### config.mk
export PLATFORM = sky130hd
export DESIGN_NAME = hazard_ctrl
export DESIGN_NICKNAME = d
export VERILOG_FILES = /design/src/rtl/hazard_ctrl.sv
export SDC_FILE = /design/constraint.sdc
export NUM_CORES = 1
export LEC_CHECK = 0
export CAP_MARGIN = 20
export CELL_PAD_IN_SITES_DETAIL_PLACEMENT = 0
export CELL_PAD_IN_SITES_GLOBAL_PLACEMENT = 1
export CORE_ASPECT_RATIO = 0.6
export CORE_MARGIN = 8
export CORE_UTILIZATION = 40
export CTS_BUF_LIST = sky130_fd_sc_hd__clkbuf_8 sky130_fd_sc_hd__clkbuf_16
export DETAILED_ROUTE_END_ITERATION = 10
export PLACE_DENSITY = 0.88
export SYNTH_ARGS = -nofsm -noshare
export SYNTH_HDL_FRONTEND = slang
export SYNTH_SLANG_ARGS = --single-unit
### constraint.sdc
create_clock -name clk -period 6.03 [get_ports clk]
set_input_delay 1.5075 -clock clk [delete_from_list [all_inputs] [get_ports clk]]
set_output_delay 1.5075 -clock clk [all_outputs]
set_load 0.03 [all_outputs]
### src/rtl/hazard_ctrl.sv
// hazard_ctrl: scoreboard of in-flight destinations between ID and write-back, driving operand
// forwarding selects, load-use stalls and branch flushes. Define HAZARD_FORWARD_EN to enable bypassing.
module hazard_ctrl #(
   parameter int RBITS    = 5,
   parameter int DEPTH    = 2,
   parameter int LOAD_LAT = 1,
   parameter int SELW     = $clog2(DEPTH + 1)
) (
   input  logic             clk,
   input  logic             reset,
   input  logic             id_valid,
   input  logic [RBITS-1:0] id_rs1,
   input  logic [RBITS-1:0] id_rs2,
   input  logic             id_use_rs1,
   input  logic             id_use_rs2,
   input  logic [RBITS-1:0] id_rd,
   input  logic             id_is_load,
   input  logic             ex_branch_taken,
   output logic             stall,
   output logic             flush,
   output logic [SELW-1:0]  fwd_sel_j,
   output logic [SELW-1:0]  fwd_sel_k,
   output logic [31:0]      stall_cycles
);

   localparam logic [SELW-1:0] AVAIL_ALU  = SELW'(1);
   localparam logic [SELW-1:0] AVAIL_LOAD = SELW'(1 + LOAD_LAT);
   localparam logic [31:0]     CNT_MAX    = 32'hFFFF_FFFF;

   // Stage s of the scoreboard describes the instruction currently in post-ID stage s.
   logic             sb_valid [1:DEPTH];
   logic [RBITS-1:0] sb_rd    [1:DEPTH];
   logic [SELW-1:0]  sb_avail [1:DEPTH];

   logic             issue;
   logic [1:0]       hazard;
   logic [RBITS-1:0] src_reg  [2];
   logic [1:0]       src_use;
   logic [SELW-1:0]  src_sel  [2];
   logic [31:0]      stall_cnt;

   assign src_reg[0] = id_rs1;
   assign src_reg[1] = id_rs2;
   assign src_use[0] = id_use_rs1;
   assign src_use[1] = id_use_rs2;

   assign flush = reset | ex_branch_taken;
   assign stall = id_valid & (|hazard) & ~flush;
   assign issue = id_valid & ~stall & ~flush;

   always_ff @(posedge clk or posedge reset) begin
      if (reset) begin
         for (int s = 1; s <= DEPTH; s++) begin
            sb_valid[s] <= 1'b0;
            sb_rd[s]    <= '0;
            sb_avail[s] <= '0;
         end
      end else begin
         sb_valid[1] <= issue & (id_rd != '0);
         sb_rd[1]    <= issue ? id_rd : '0;
         sb_avail[1] <= (issue & id_is_load) ? AVAIL_LOAD : AVAIL_ALU;
         for (int s = 2; s <= DEPTH; s++) begin
            sb_valid[s] <= sb_valid[s-1];
            sb_rd[s]    <= sb_rd[s-1];
            sb_avail[s] <= sb_avail[s-1];
         end
      end
   end

   generate
      for (genvar gi = 0; gi < 2; gi++) begin : g_src
         logic            hit;
         logic [SELW-1:0] hit_stage;
         logic [SELW-1:0] hit_avail;

         // Scan oldest to youngest so the youngest matching producer is the one kept.
         always_comb begin
            hit       = 1'b0;
            hit_stage = '0;
            hit_avail = '0;
            for (int s = DEPTH; s >= 1; s--) begin
               if (src_use[gi] && sb_valid[s] && (sb_rd[s] == src_reg[gi]) &&
                   (src_reg[gi] != '0)) begin
                  hit       = 1'b1;
                  hit_stage = SELW'(s);
                  hit_avail = sb_avail[s];
               end
            end
         end

`ifdef HAZARD_FORWARD_EN
         logic early;
         assign early       = hit & (hit_stage < hit_avail);
         assign hazard[gi]  = early;
         assign src_sel[gi] = (hit && !early && !reset) ? hit_stage : '0;
`else
         // Without bypassing the operand waits until the producer has left the last stage.
         logic unused_fwd;
         assign unused_fwd  = ^{hit_stage, hit_avail};
         assign hazard[gi]  = hit;
         assign src_sel[gi] = '0;
`endif
      end
   endgenerate

   assign fwd_sel_j = src_sel[0];
   assign fwd_sel_k = src_sel[1];

   always_ff @(posedge clk or posedge reset) begin
      if (reset) begin
         stall_cnt <= '0;
      end else if (stall && (stall_cnt != CNT_MAX)) begin
         stall_cnt <= stall_cnt + 32'd1;
      end
   end

   assign stall_cycles = stall_cnt;

endmodule

==> summary.txt <==
Setup path
  – CP Capture Type: output pin
  – Worst path arrival time: approximately 3.7 ns
  – CP Launch Type: primary input
  – Critical setup path kind: in -> out
  – CP required: between 4 and 5 ns
  – Peak fanout along the critical path: 3

Timing
  – Layout Skew: roughly 0.0072 ns
  – Fmax: just under 200 MHz
  – Final Critical Period: about 5.2 ns
  – Setup ws final: 0.858 ns
  – RSZ-0062 raised after global routing: false
  – Period utilisation layout: 85.8%
  – Worst Max-Slew Pin Slew: ~0.56 ns
  – Setup tns final: 0 ns
  – Slew headroom: a little over three fifths
  – Final Max Slew Viols: 0
  – Final hold vios: 0
  – Count of final setup violators: 0

Drt
  – ANT nets after route: 0
  – Drt pass-1 iters: 4
  – Total wire length: about 5500 um
  – Vias per inst: 4.94
  – DR vias: between 1500 and 2000
  – Routed len/inst: ~15 um
  – DR iter-0 viols: 68
  – Residual DRC count: 0

Cells and area
  – Layout Nets: about 300
  – Ant. Diodes: 0
  – Area Growth Syn to Fin: 29.7%
  – Finished Layout Cells: between 300 and 400
  – Layout cells sized above 1: roughly 8.4%

Place
  – Post-detail-place hpwl: 3980 um
  – IO Port Bufs: between 50 and 60
  – RD Place Congestion: around 0.82
  – Post-Place Setup Slack: about 0.87 ns
  – Placed Instances: approximately 340

Synth
  – YS warnings: 0
  – Post-synth cell types: 36
  – Post-synthesis register bit count: 44
  – Synthesized area: 2340 sq um
  – Mapped Cells: between 200 and 250
  – Cell taking the most area after synthesis: dfrtp_1
  – Post-Syn Area per Cell: approximately 11 sq um
  – Largest cells by area after synthesis: dfrtp_1, xor2_1, nor3_1, nor4_1, nand2_1
  – Post-synthesis sequential area ratio: a little under half
  – Yosys top cell area share: about 47%

Flow run
  – Max Cap Violations: 0

Clock network
  – Clock Sinks: 44
  – Worst-Skew Late Latency: 0.30 ns
  – Clk slew on worst S/H paths: approximately 0.09 ns
  – Post-CTS Setup Inserts: 0
  – H-tree depth: 2
  – Hold_buf cts: 0
  – CTS Root Cell: clkbuf_8
  – Clock Path Buffers: 2
  – Cts repair resizes: 0
  – CTS tree: done
  – Total CTS buffers: 5

Floorplanning
  – FP Rows: 21
  – Core area: approximately 5600 sq um
  – IO Pins: 60
  – Die Y: 75.3 um
  – Die Span X: around 110 um
  – Full die area: about 8600 sq um
  – Starting Density: roughly two fifths

Power
  – Leak: between 1 and 1.5 nW
  – Worst IR Drop VDD: approximately 0.094 mV
  – Power per Cell Area: 180 nW/um^2

Global route
  – First-pass GRT wire length: 9200 um
  – Initial antenna violation count: 0
  – All-Layer GR Usage: between 10% and 20%
  – Pin count of the biggest net entering global routing: 45
  – GRT overflow: 0
  – Vias in the first global route: between 1500 and 2000

Outcome
  – Outcome: finished clean

Hold path
  – Hold/Removal Path Class: reg -> reg
-- cell usage in the layout (no fill, tap or decap), drive strengths merged, types with 3 or more instances in the layout --
cell and instances:
dfrtp 44, xor2 45, nand2 19, clkbuf 6, nor4 17, conb 4
nor2 5, inv 4, nand3 6, nor3 16, and2 8, o21ai 3
clkdlybuf4s50 54, and3 7, xnor2 5, or4 3, buf 3, nand4 6
nor4b 3
-- synthesized netlist by cell type, drive strengths merged --
library cell,n
xor2,45
dfrtp,44
nand2,19
nor4,17
nor3,16
buf,11
and2,8
and3,7
nand3,6
nand4,6
nor2,5
xnor2,5
inv,4
nor4b,3
o21ai,3
or4,3
a32oi,2
and4,2
mux2,2
a31o,1
conb,1
ha,1
nor2b,1
nor3b,1
o21a,1
o22a,1
or3,1
-- through the flow --
stage          hold slack, ns  util, %  area [sq um]  total power, W
5_1_grt                 0.434     54.0          3040        0.000567
4_1_cts                 0.421     53.7          3020        0.000550
3_3_place_gp            0.397     52.0          2920        0.000351
3_5_place_dp            0.402     52.0          2920        0.000352
6_report                0.427     54.0          3040        0.000546
2_1_floorplan           0.359        -          2350        0.000332
-- layer usage --
metal  GRT usage (%)  share of wire [%]  up-vias
met1            19.4                 52      828
li1                -                  -      860
met3            4.96                7.4        4
met2            17.9                 40       52
met4            4.77                1.0        0
met5               0                  0        -
-- where the power goes --
group           total, W  switching (W)  internal, W
Clock           0.000199       0.000107    0.0000928
Sequential      0.000301     0.00000309     0.000297
Combinational  0.0000458      0.0000248    0.0000210
Total           0.000546       0.000134     0.000411
-- final timing paths --
kind | end | depth (start not counted) | start | slack, ns
max | stall | 7 | id_rs1[3] | 0.86
min | sb_valid[0]$_DFF_PP0_ | 0 | sb_valid[1]$_DFF_PP0_ | 0.43
max reg2reg | stall_cycles[1]$_DFFE_PP0P_ | 8 | stall_cycles[0]$_DFFE_PP0P_ | 3.36
min reg2reg | sb_valid[0]$_DFF_PP0_ | 0 | sb_valid[1]$_DFF_PP0_ | 0.43
max in group asynchronous | stall_cycles[0]$_DFFE_PP0P_ | 3 | reset | 3.97
min in group asynchronous | stall_cycles[28]$_DFFE_PP0P_ | 3 | reset | 1.66
-- area by class of cell --
| type | instances | area, sq um |
|---|---|---|
| fillers | 527 | 2590 |
| multi-input cells | 160 | 1150 |
| flip-flops and latches | 44 | 1100 |
| repair buffers | 57 | 571 |
| well taps | 80 | 100 |
| clock buffers | 6 | 82.6 |
| clock inverters | 2 | 15.0 |
| inverters | 4 | 15.0 |
-- state kept, by name (all words and copies together), names as in the netlist --
signal        flops
sb_valid          2
sb_rd            10
stall_cycles     32
-- critical path, stage by stage --
cell	delay, ns
clkdlybuf4s50_1	0.47
xor2_1	0.19
nor4_1	0.33
a32oi_1	0.15
o22a_1	0.23
nor2_1	0.10
clkdlybuf4s50_1	0.68
-- cells by family (layout without fill, tap and decap cells) --
group                      after synthesis  in the layout  synth area share, %
muxes                                    2              2                0.962
buffers and inverters                   15             69                 4.28
xor gates and xnor gates                50             50                 18.7
AOI/OAI and AO/OA                        8              8                 2.46
other                                    1              4                0.160
and+or+nand+nor                         95             95                 25.9
adders and majority gates                1              1                0.534
DFF                                     44             44                 47.0
Note: power is estimated with default switching activity, not from simulation.
